==> src/rtl/morse_symbol_timer.sv <==
// rtl/morse_symbol_timer.sv - Debounced Morse key timer emitting dot/dash/gap event pulses
//
// Optional feature macro: MORSE_TIMER_ERR_EN
//   When it is defined, a press that reaches DASH_MAX_UNITS raises err once.
//   That press is then dropped, so its release produces neither dot nor dash.
//   When it is undefined, err is held at 0.
//
// Ports:
//   clk        in   1       system clock
//   reset      in   1       asynchronous reset, active low
//   button     in   1       raw key, 1 = pressed, asynchronous to clk
//   dot        out  1       one-cycle pulse: dot symbol completed
//   dash       out  1       one-cycle pulse: dash symbol completed
//   interchar  out  1       one-cycle pulse: character gap reached
//   interword  out  1       one-cycle pulse: word gap reached
//   busy       out  1       1 while a press or gap is being timed
//   t          out  UNIT_W  completed units in the current press/gap (saturating)
//   err        out  1       one-cycle pulse: over-long press

module morse_symbol_timer #(
    parameter int CLKS_PER_UNIT  = 50000000,
    parameter int DEBOUNCE_CLKS  = 500000,
    parameter int UNIT_W         = 4,
    parameter int DOT_MAX_UNITS  = 2,
    parameter int CHAR_GAP_UNITS = 3,
    parameter int WORD_GAP_UNITS = 5,
    parameter int DASH_MAX_UNITS = 7
) (
    input  logic              clk,
    input  logic              reset,
    input  logic              button,
    output logic              dot,
    output logic              dash,
    output logic              interchar,
    output logic              interword,
    output logic              busy,
    output logic [UNIT_W-1:0] t,
    output logic              err
);

    localparam int PW = $clog2(CLKS_PER_UNIT);
    localparam int DW = $clog2(DEBOUNCE_CLKS + 1);

`ifdef MORSE_TIMER_ERR_EN
    localparam bit ERR_EN = 1'b1;
`else
    localparam bit ERR_EN = 1'b0;
`endif

    localparam logic [PW-1:0]     PRESC_LAST = PW'(CLKS_PER_UNIT - 1);
    localparam logic [DW-1:0]     DB_LAST    = DW'(DEBOUNCE_CLKS - 1);
    localparam logic [UNIT_W-1:0] T_MAX      = '1;
    localparam logic [UNIT_W-1:0] DOT_T      = UNIT_W'(DOT_MAX_UNITS);
    localparam logic [UNIT_W-1:0] CHAR_T     = UNIT_W'(CHAR_GAP_UNITS);
    localparam logic [UNIT_W-1:0] WORD_T     = UNIT_W'(WORD_GAP_UNITS);
    localparam logic [UNIT_W-1:0] DASH_T     = UNIT_W'(DASH_MAX_UNITS);

    typedef enum logic [1:0] {
        S_IDLE  = 2'd0,
        S_PRESS = 2'd1,
        S_GAP   = 2'd2
    } state_e;

    // Input path: synchroniser and debouncer
    logic          sync1_q, sync2_q;
    logic          kd_q, kd_d;
    logic          kd_prev_q;
    logic [DW-1:0] db_cnt_q, db_cnt_d;

    // Timing
    logic [PW-1:0]     presc_q, presc_d;
    logic [UNIT_W-1:0] t_q, t_d;

    // Control
    state_e state_q, state_d;
    logic   invalid_q, invalid_d;
    logic   dot_q, dot_d;
    logic   dash_q, dash_d;
    logic   ic_q, ic_d;
    logic   iw_q, iw_d;
    logic   err_q, err_d;

    // Derived combinational terms
    logic              kd_rise, kd_fall, kd_edge;
    logic              count_en, tick, t_step;
    logic [UNIT_W-1:0] t_inc, t_cls;

    // The debounced level moves only after DEBOUNCE_CLKS consecutive synced
    // samples that disagree with it; one agreeing sample restarts the run.
    always_comb begin
        kd_d     = kd_q;
        db_cnt_d = '0;
        if (sync2_q != kd_q) begin
            if (db_cnt_q == DB_LAST) begin
                kd_d = sync2_q;
            end else begin
                db_cnt_d = db_cnt_q + 1'b1;
            end
        end
    end

    // kd_prev_q lags kd_q by one clock, so the edge strobes are built from
    // registers only and every consumer sees the same cycle.
    assign kd_rise = kd_q & ~kd_prev_q;
    assign kd_fall = ~kd_q & kd_prev_q;
    assign kd_edge = kd_rise | kd_fall;

    // Time only runs while a press or gap is being measured. In IDLE the
    // counters hold, so t stays at its last value (0 after reset).
    assign count_en = (state_q != S_IDLE);
    assign tick     = count_en && (presc_q == PRESC_LAST);
    assign t_inc    = (t_q == T_MAX) ? t_q : t_q + 1'b1;
    assign t_step   = tick && (t_q != T_MAX);

    // A press is classified by t after this cycle's tick. This makes a
    // release that coincides with a unit boundary count the completed unit.
    assign t_cls = t_step ? t_inc : t_q;

    always_comb begin
        presc_d = presc_q;
        t_d     = t_q;
        if (kd_edge) begin
            presc_d = '0;
            t_d     = '0;
        end else if (count_en) begin
            presc_d = tick ? '0 : presc_q + 1'b1;
            if (t_step) begin
                t_d = t_inc;
            end
        end
    end

    // A key edge always wins over a threshold tick in the same cycle.
    // A gap cut short by a new press therefore never reports the threshold it
    // was about to reach.
    always_comb begin
        state_d   = state_q;
        invalid_d = invalid_q;
        dot_d     = 1'b0;
        dash_d    = 1'b0;
        ic_d      = 1'b0;
        iw_d      = 1'b0;
        err_d     = 1'b0;
        case (state_q)
            S_IDLE: begin
                if (kd_rise) begin
                    state_d   = S_PRESS;
                    invalid_d = 1'b0;
                end
            end
            S_PRESS: begin
                if (kd_fall) begin
                    state_d = S_GAP;
                    if (!invalid_q) begin
                        // A release on the very tick that hits the long-press
                        // limit reports err here. The mid-press branch below
                        // never sees that tick.
                        if (ERR_EN && (t_cls >= DASH_T)) begin
                            err_d = 1'b1;
                        end else if (t_cls < DOT_T) begin
                            dot_d = 1'b1;
                        end else begin
                            dash_d = 1'b1;
                        end
                    end
                end else if (ERR_EN && !invalid_q && t_step && (t_inc == DASH_T)) begin
                    err_d     = 1'b1;
                    invalid_d = 1'b1;
                end
            end
            S_GAP: begin
                if (kd_rise) begin
                    state_d   = S_PRESS;
                    invalid_d = 1'b0;
                end else if (t_step && (t_inc == CHAR_T)) begin
                    ic_d = 1'b1;
                end else if (t_step && (t_inc == WORD_T)) begin
                    iw_d    = 1'b1;
                    state_d = S_IDLE;
                end
            end
            default: begin
                state_d = S_IDLE;
            end
        endcase
    end

    always_ff @(posedge clk or negedge reset) begin
        if (!reset) begin
            sync1_q   <= 1'b0;
            sync2_q   <= 1'b0;
            kd_q      <= 1'b0;
            kd_prev_q <= 1'b0;
            db_cnt_q  <= '0;
            presc_q   <= '0;
            t_q       <= '0;
            state_q   <= S_IDLE;
            invalid_q <= 1'b0;
            dot_q     <= 1'b0;
            dash_q    <= 1'b0;
            ic_q      <= 1'b0;
            iw_q      <= 1'b0;
            err_q     <= 1'b0;
        end else begin
            sync1_q   <= button;
            sync2_q   <= sync1_q;
            kd_q      <= kd_d;
            kd_prev_q <= kd_q;
            db_cnt_q  <= db_cnt_d;
            presc_q   <= presc_d;
            t_q       <= t_d;
            state_q   <= state_d;
            invalid_q <= invalid_d;
            dot_q     <= dot_d;
            dash_q    <= dash_d;
            ic_q      <= ic_d;
            iw_q      <= iw_d;
            err_q     <= err_d;
        end
    end

    assign dot       = dot_q;
    assign dash      = dash_q;
    assign interchar = ic_q;
    assign interword = iw_q;
    assign err       = err_q;
    assign busy      = (state_q != S_IDLE);
    assign t         = t_q;

endmodule

==> config.mk <==
export PLATFORM = sky130hd
export DESIGN_NAME = morse_symbol_timer
export DESIGN_NICKNAME = d
export VERILOG_FILES = /design/src/rtl/morse_symbol_timer.sv
export SDC_FILE = /design/constraint.sdc
export NUM_CORES = 1
export LEC_CHECK = 0
export BUFFER_PORTS_ARGS = -buffer_cell sky130_fd_sc_hd__buf_2
export CAP_MARGIN = 10
export CORE_MARGIN = 2
export CORE_UTILIZATION = 55
export CTS_CLUSTER_SIZE = 20
export DETAILED_ROUTE_END_ITERATION = 7
export PLACE_DENSITY_LB_ADDON = 0.2
export SETUP_SLACK_MARGIN = 0.05
export SLEW_MARGIN = 20
export SYNTH_ARGS = -nofsm -noshare
export SYNTH_HDL_FRONTEND = slang
export SYNTH_SLANG_ARGS = --single-unit
==> constraint.sdc <==
create_clock -name clk -period 2 [get_ports clk]
set_clock_uncertainty 0.15 [all_clocks]
set_input_delay 0 -clock clk [delete_from_list [all_inputs] [get_ports clk]]
set_output_delay 0 -clock clk [all_outputs]
set_load 0.05 [all_outputs]
; Word-level counts from Yosys, hierarchy flattened
; Cells that the tools add are included.
[totals]
reg_bits = 59
wordCells = 71
out_inout_bits = 10
[op_classes]
n_addsub = 3
bitwise = 5
n_reduce_logical = 9
order_cmp = 1
eq_ne = 13
muxes = 28
[op_table]
columns = cell, count
row1 = $mux 26, 3
row2 = $mux 19, 2
row3 = $add 26x1->26 const B, 1
row4 = $eq 26x26->1 const B, 1
row5 = $add 19x1->19 const B, 1
row6 = $eq 19x19->1 const B, 1
row7 = $mux 4, 4
row8 = $mux 1, 13
row9 = $mux 2, 5
row10 = $ne 3x3->1 const B, 2
row11 = $pmux 2 s3, 1
row12 = $add 4x1->4 const B, 1
row13 = $eq 4x2->1 const B, 1
row14 = $eq 4x3->1 const B, 1
row15 = $eq 4x4->1 const B, 1
row16 = $logic_and 1x1->1, 4
row17 = $lt 4x2->1 const B, 1
row18 = $ne 2x2->1 const B, 2
row19 = $ne 4x4->1 const B, 1
row20 = $reduce_and 4->1, 1
row21 = $reduce_bool 2->1, 2
row22 = $and 1x1->1, 2
row23 = $eq 2x1->1 const B, 1
row24 = $eq 2x2->1 const B, 1
row25 = other kinds (5), 6

; Longest topological paths before layout
[logic_depth]
ltp_word = 8
depth_mapped = 7
mapped_depth_nobuf = 7

; Worst setup path after synthesis
; No wires, ideal clock.
[synth_timing]
path_kind = register to register
start = reg state_q[0]
end = reg dot_q (netlist: dot)
required_ns = 1.786
setup_ns = 0.064
n_path_buf = 0
path_slack_ns = -0.015
path_stages_with_launch = 7
arrival_ns = 1.801
cell_sequence = dfrtp_1 -> nor2_1 -> inv_1 -> and3_1 -> nand4_1 -> nor4b_2 -> o21ba_2
[synth_between]
elab_chain_cells = 8
word_cells_on_any_way = 9
[synth_lines]
columns = element, line_no
row1 = "start, declared", 75  ; state_e state_q, state_d;
row2 = "start signal, assigned", 212  ; state_q <= state_d;
row3 = $reduce_bool 2->1, --
row4 = net busy, 36  ; output logic busy,
row5 = $logic_and 1x1->1, 111  ; assign tick = count_en && (presc_q == PRESC_LAST);
row6 = $logic_and 1x1->1, 113  ; assign t_step = tick && (t_q != T_MAX);
row7 = $mux 4, --
row8 = $lt 4x2->1, 160  ; end else if (t_cls < DOT_T) begin
row9 = $mux 1, 160
row10 = $mux 1, 152  ; if (kd_fall) begin
row11 = $mux 1, 144  ; case (state_q)
row12 = net dot_d, 77  ; logic dot_q, dot_d;
row13 = "end signal, assigned", 214  ; dot_q <= dot_d;
row14 = "end, declared", 77
; The timed path passes the listed nets, and every way through them passes these cells.
; A chain may end at the register's enable or synchronous reset.

; Final worst setup path
[layout_timing]
start = reg presc_q[21]
end = reg dot_q (netlist: dot)
[layout_between]
elab_chain_cells = 8
[layout_lines]
columns = element, line_no
row1 = "start, declared", 71  ; logic [PW-1:0] presc_q, presc_d;
row2 = "start signal, assigned", 210  ; presc_q <= presc_d;
row3 = $eq 26x26->1, 111
row4 = $logic_and 1x1->1, 111
row5 = $logic_and 1x1->1, 113
row6 = $mux 4, --
row7 = $lt 4x2->1, 160
row8 = $mux 1, 160
row9 = $mux 1, 152
row10 = $mux 1, 144
row11 = net dot_d, 77
; The timed path passes the listed nets, and every way through them passes these cells.

==> impl_metrics.prom <==
# TYPE chip_impl_metric gauge
chip_impl_info{name="run_status",value="complete, no violations"} 1
chip_impl_info{name="timing.setup.critical_path_class",value="reg -> reg"} 1
chip_impl_metric{name="postLayoutCellArea",unit="um2"} 4070
chip_impl_metric{name="max_clock_freq",unit="MHz"} 503
chip_impl_metric{name="finalCoreUtilization",unit="%"} 74.4
chip_impl_metric{name="antenna_violations_before_repair",unit=""} 0
chip_impl_info{name="post-synth-top-area-cell",value="sky130_fd_sc_hd__dfrtp_1"} 1
chip_impl_info{name="post-synth-top-count-cell",value="sky130_fd_sc_hd__dfrtp_1"} 1
chip_impl_metric{name="fin_crit_sh",unit="%"} 99.5
chip_impl_metric{name="fraction_of_power_consumed_by_the_clock_network",unit="%"} 49.2
chip_impl_metric{name="final_cells",unit=""} 474
chip_impl_metric{name="clock_tree.buffer_depth",unit=""} 2
chip_impl_metric{name="grt_pass1_vias",unit=""} 2592
chip_impl_metric{name="critPathRequiredTime",unit="ps"} 2130
chip_impl_metric{name="post-synth-top-area-fraction",unit="%"} 47.9
chip_impl_metric{name="layout_setup_ws",unit="ps"} 10.9
chip_impl_metric{name="clk_latency",unit="ps"} 340
chip_impl_metric{name="clock_sink_count",unit=""} 59
chip_impl_info{name="grt_setup_unrepaired",value="true"} 1
chip_impl_info{name="synthTopCellsByCount",value="sky130_fd_sc_hd__dfrtp_1 (59), sky130_fd_sc_hd__nor2_1 (54), sky130_fd_sc_hd__nand2_1 (31)"} 1
chip_impl_metric{name="final-max-slew-violation-count",unit=""} 0
chip_impl_metric{name="postSynthNetCount",unit=""} 332
chip_impl_metric{name="drt_pass1_iterations",unit=""} 4
chip_impl_metric{name="maxCapViolCount",unit=""} 0
chip_impl_metric{name="grt_pass1_wl",unit="um"} 11900
chip_impl_metric{name="drc",unit=""} 0
chip_impl_metric{name="netlist_instances",unit=""} 324
chip_impl_metric{name="grt_util_all_layers",unit="%"} 24.5
chip_impl_metric{name="post-place-cells",unit=""} 435
chip_impl_metric{name="crit_arrival",unit="ps"} 2120
chip_impl_metric{name="dieHeight",unit="um"} 78.9
chip_impl_metric{name="design.die.area",unit="um2"} 6220
chip_impl_metric{name="placed_cell_area",unit="um2"} 3470
chip_impl_metric{name="fin_nets",unit=""} 405
chip_impl_info{name="worstSetupStartpointType",value="flop"} 1
chip_impl_metric{name="pin_count",unit=""} 13
chip_impl_metric{name="drt-wirelength-per-cell",unit="um"} 15.8
chip_impl_metric{name="power.density",unit="nW/um2"} 608
chip_impl_metric{name="ir_drop",unit="V"} 0.000391
chip_impl_metric{name="initial_core_util",unit="%"} 56.3
chip_impl_metric{name="grt_use_met2",unit="%"} 39.6
chip_impl_metric{name="synth_async_sr_flop_share",unit="%"} 100
chip_impl_metric{name="netlist-cell-type-count",unit=""} 44
chip_impl_metric{name="placer_congestion_estimate",unit=""} 0.807
chip_impl_metric{name="power.share.sequential",unit="%"} 48.7
chip_impl_metric{name="multi_input_comb_area",unit="um2"} 1720
chip_impl_metric{name="placement.io_buffers",unit=""} 11
chip_impl_metric{name="vias_per_cell",unit=""} 5.72
chip_impl_metric{name="layout-drive-gt1-share",unit="%"} 30.3
chip_impl_metric{name="slew_headroom",unit="%"} 65.5
chip_impl_metric{name="cell_internal_power",unit="mW"} 1.95
chip_impl_metric{name="report.power.total",unit="mW"} 2.48
chip_impl_metric{name="layout_stage_area_growth_over_the_synthesis_result",unit="%"} 32.1
chip_impl_metric{name="synth_enable_flop_cells",unit=""} 0
chip_impl_metric{name="overflow",unit=""} 0
chip_impl_info{name="grt.busiest_layer",value="met2"} 1
chip_impl_info{name="reg2reg_launch_point",value="presc_q[21]$_DFFE_PN0P_"} 1
chip_impl_metric{name="rows",unit=""} 27
chip_impl_metric{name="detail_route.iter0.violations",unit=""} 230
chip_impl_metric{name="pwr-share-comb",unit="%"} 2.1
chip_impl_metric{name="leak",unit="nW"} 1.88
chip_impl_metric{name="sw_share",unit="%"} 21.2
chip_impl_metric{name="hold_viol",unit=""} 0
chip_impl_metric{name="chip_width",unit="um"} 78.9
chip_impl_metric{name="met1_usage",unit="%"} 31.3
chip_impl_info{name="regToRegEndpoint",value="dot$_DFF_PN0_"} 1
chip_impl_metric{name="dpl_worst_slack",unit="ps"} -144
chip_impl_metric{name="grt_start_max_net_pins",unit=""} 37
chip_impl_metric{name="mapped_cell_area",unit="um2"} 3080
chip_impl_metric{name="seqCellArea",unit="um2"} 1480
chip_impl_metric{name="crit_path_max_fanout",unit=""} 6
chip_impl_metric{name="ys_seq_area_share",unit="%"} 47.9
chip_impl_metric{name="cts_htree_levels",unit=""} 3
chip_impl_metric{name="fp.coreArea",unit="um2"} 5470
chip_impl_metric{name="worst-r2r-cell-count",unit=""} 7
chip_impl_info{name="cp-end-kind",value="flop"} 1
chip_impl_metric{name="power.switching",unit="uW"} 526
chip_impl_metric{name="yosys_warnings",unit=""} 0
chip_impl_metric{name="per_instance_average_area_after_synthesis",unit="um2"} 9.51
chip_impl_info{name="min_path_type",value="in -> async"} 1
chip_impl_metric{name="wl",unit="um"} 7500
chip_impl_metric{name="layout_min_cycle_time",unit="ps"} 1990
chip_impl_metric{name="max_slew.worst_pin.slew",unit="ps"} 513
chip_impl_metric{name="filler_cell_count",unit=""} 391
chip_impl_metric{name="report.final.setup_viol",unit=""} 0
chip_impl_metric{name="final_antenna_net_count",unit=""} 0
chip_impl_info{name="ys_dominant_reg_cell",value="sky130_fd_sc_hd__dfrtp_1"} 1
chip_impl_metric{name="place.detailed.hpwl",unit="um"} 4720
chip_impl_info{name="cts-root-buf",value="sky130_fd_sc_hd__clkbuf_8"} 1
chip_impl_metric{name="grtUsageMet3",unit="%"} 6.36
chip_impl_info{name="synth_top_cells_by_area",value="sky130_fd_sc_hd__dfrtp_1 (48%), sky130_fd_sc_hd__nor2_1 (6.6%), sky130_fd_sc_hd__xor2_1 (5.4%)"} 1
chip_impl_info{name="cts_tree",value="built"} 1
chip_impl_metric{name="tritoncts.num_buffers",unit=""} 9
chip_impl_metric{name="number_of_inserted_diodes",unit=""} 0
chip_impl_metric{name="via_count_of_the_routed_design",unit=""} 2709
chip_impl_metric{name="post_synthesis_register_bit_count",unit=""} 59
chip_impl_metric{name="cts.clk_slew.worst_paths",unit="ps"} 70
chip_impl_metric{name="worst-r2r-setup-slack",unit="ps"} 10
timing repair:
item | 4_1_cts | 5_1_grt
endpoints found under the setup margin | 20 | 48
hold buffers | 2 | 0
hold endpoints to repair | 60 | 0
gates resized for setup | 6 | 38
buffers inserted | 3 | 18
pin swaps | 6 | 15
cell usage in the layout, fill, tap and decap left out, types with 3 or more instances in the layout:
cell | synthesis | layout
sky130_fd_sc_hd__dfrtp_1 | 59 | 55
sky130_fd_sc_hd__nor2_1 | 54 | 54
sky130_fd_sc_hd__buf_4 | 1 | 52
sky130_fd_sc_hd__nand2_1 | 31 | 30
sky130_fd_sc_hd__xor2_1 | 19 | 19
sky130_fd_sc_hd__xnor2_1 | 18 | 18
sky130_fd_sc_hd__nand3_1 | 18 | 16
sky130_fd_sc_hd__nand4_1 | 12 | 12
sky130_fd_sc_hd__buf_2 | 4 | 11
sky130_fd_sc_hd__clkbuf_8 | 0 | 10
sky130_fd_sc_hd__nor3_1 | 13 | 8
sky130_fd_sc_hd__inv_1 | 9 | 7
sky130_fd_sc_hd__a21oi_1 | 9 | 7
sky130_fd_sc_hd__nor4_1 | 9 | 5
sky130_fd_sc_hd__nor3_2 | 0 | 5
sky130_fd_sc_hd__nor4_4 | 2 | 5
sky130_fd_sc_hd__buf_6 | 0 | 5
sky130_fd_sc_hd__nand3b_1 | 4 | 4
sky130_fd_sc_hd__mux2i_1 | 4 | 4
sky130_fd_sc_hd__dfrtp_2 | 0 | 4
sky130_fd_sc_hd__or3_1 | 3 | 3
sky130_fd_sc_hd__and4_1 | 5 | 3
sky130_fd_sc_hd__and3_1 | 3 | 3
sky130_fd_sc_hd__a31oi_1 | 4 | 3
sky130_fd_sc_hd__o21ai_1 | 0 | 3
sky130_fd_sc_hd__o21ai_0 | 6 | 3
sky130_fd_sc_hd__ha_1 | 5 | 3
power groups by stage:
| stage | Sequential [mW] | Combinational (mW) | Clock (mW) |
|---|---|---|---|
| after floorplan | 1.23 | 0.0213 | 0 |
| after global placement | 1.23 | 0.0500 | 0 |
| after detailed placement | 1.23 | 0.0512 | 0 |
| after CTS | 1.21 | 0.0544 | 1.24 |
| after global routing | 1.21 | 0.0611 | 1.29 |
| final | 1.21 | 0.0527 | 1.22 |
logic make-up after synthesis:
family                     Yosys count  share of synthesized area [%]
buffers and inverters               17                           2.35
adders and majority gates            5                           2.03
other                                1                          0.122
and+or+nand+nor                    173                           30.1
AOI/OAI and AO/OA                   27                           5.32
DFF                                 59                           47.9
muxes                                5                           1.66
xor gates and xnor gates            37                           10.5
sequential cells by signal, indices dropped and copies added, names as in the netlist, 2 cells and up:
signal,count
db_cnt_q,19
t,4
presc_q,26
state_q,2
layout make-up:
cell class	count	area share (%)
Timing Repair Buffer	70	12.8
Tap cell	72	2.21
Clock buffer	12	3.57
Multi-Input combinational cell	248	42.4
Sequential cell	59	36.4
Inverter	9	0.830
Clock inverter	4	1.81
stage by stage:
stage                     hold WS (ps)  TNS, ps
final                             60.8        0
after global routing              90.9     -427
after CTS                         41.4        0
after detailed placement          -125     -874
after global placement            -136     -569
after floorplan                   -446        0
worst max-delay path by stage:
stage	from	end	slack (ps)	depth (start not counted)
2_1_floorplan	presc_q[0]$_DFFE_PN0P_	presc_q[10]$_DFFE_PN0P_	60	6
3_3_place_gp	kd_q$_DFFE_PN0P_	presc_q[14]$_DFFE_PN0P_	-120	8
3_5_place_dp	kd_q$_DFFE_PN0P_	presc_q[16]$_DFFE_PN0P_	-140	8
4_1_cts	presc_q[15]$_DFFE_PN0P_	presc_q[21]$_DFFE_PN0P_	20	6
5_1_grt	presc_q[21]$_DFFE_PN0P_	dot$_DFF_PN0_	-80	7
6_report	presc_q[21]$_DFFE_PN0P_	dot$_DFF_PN0_	10	7
per-layer routing:
layer | part of all wire (%) | routed length, um | up-vias
met2 | 51 | 3790 | 79
met3 | 4.3 | 319 | 18
met5 | 0 | 0 | -
li1 | - | - | 1287
met1 | 43 | 3210 | 1325
met4 | 2.4 | 180 | 0
critical path, cell delays in order (launching register included):
cell                      delay (ps)
sky130_fd_sc_hd__dfrtp_1         430
sky130_fd_sc_hd__nand4_1         150
sky130_fd_sc_hd__buf_6           160
sky130_fd_sc_hd__nor4_4          250
sky130_fd_sc_hd__nand4_1         130
sky130_fd_sc_hd__buf_6           160
sky130_fd_sc_hd__nor4b_4         320
sky130_fd_sc_hd__o21ba_2         160
(Power assumes the default switching activity.)
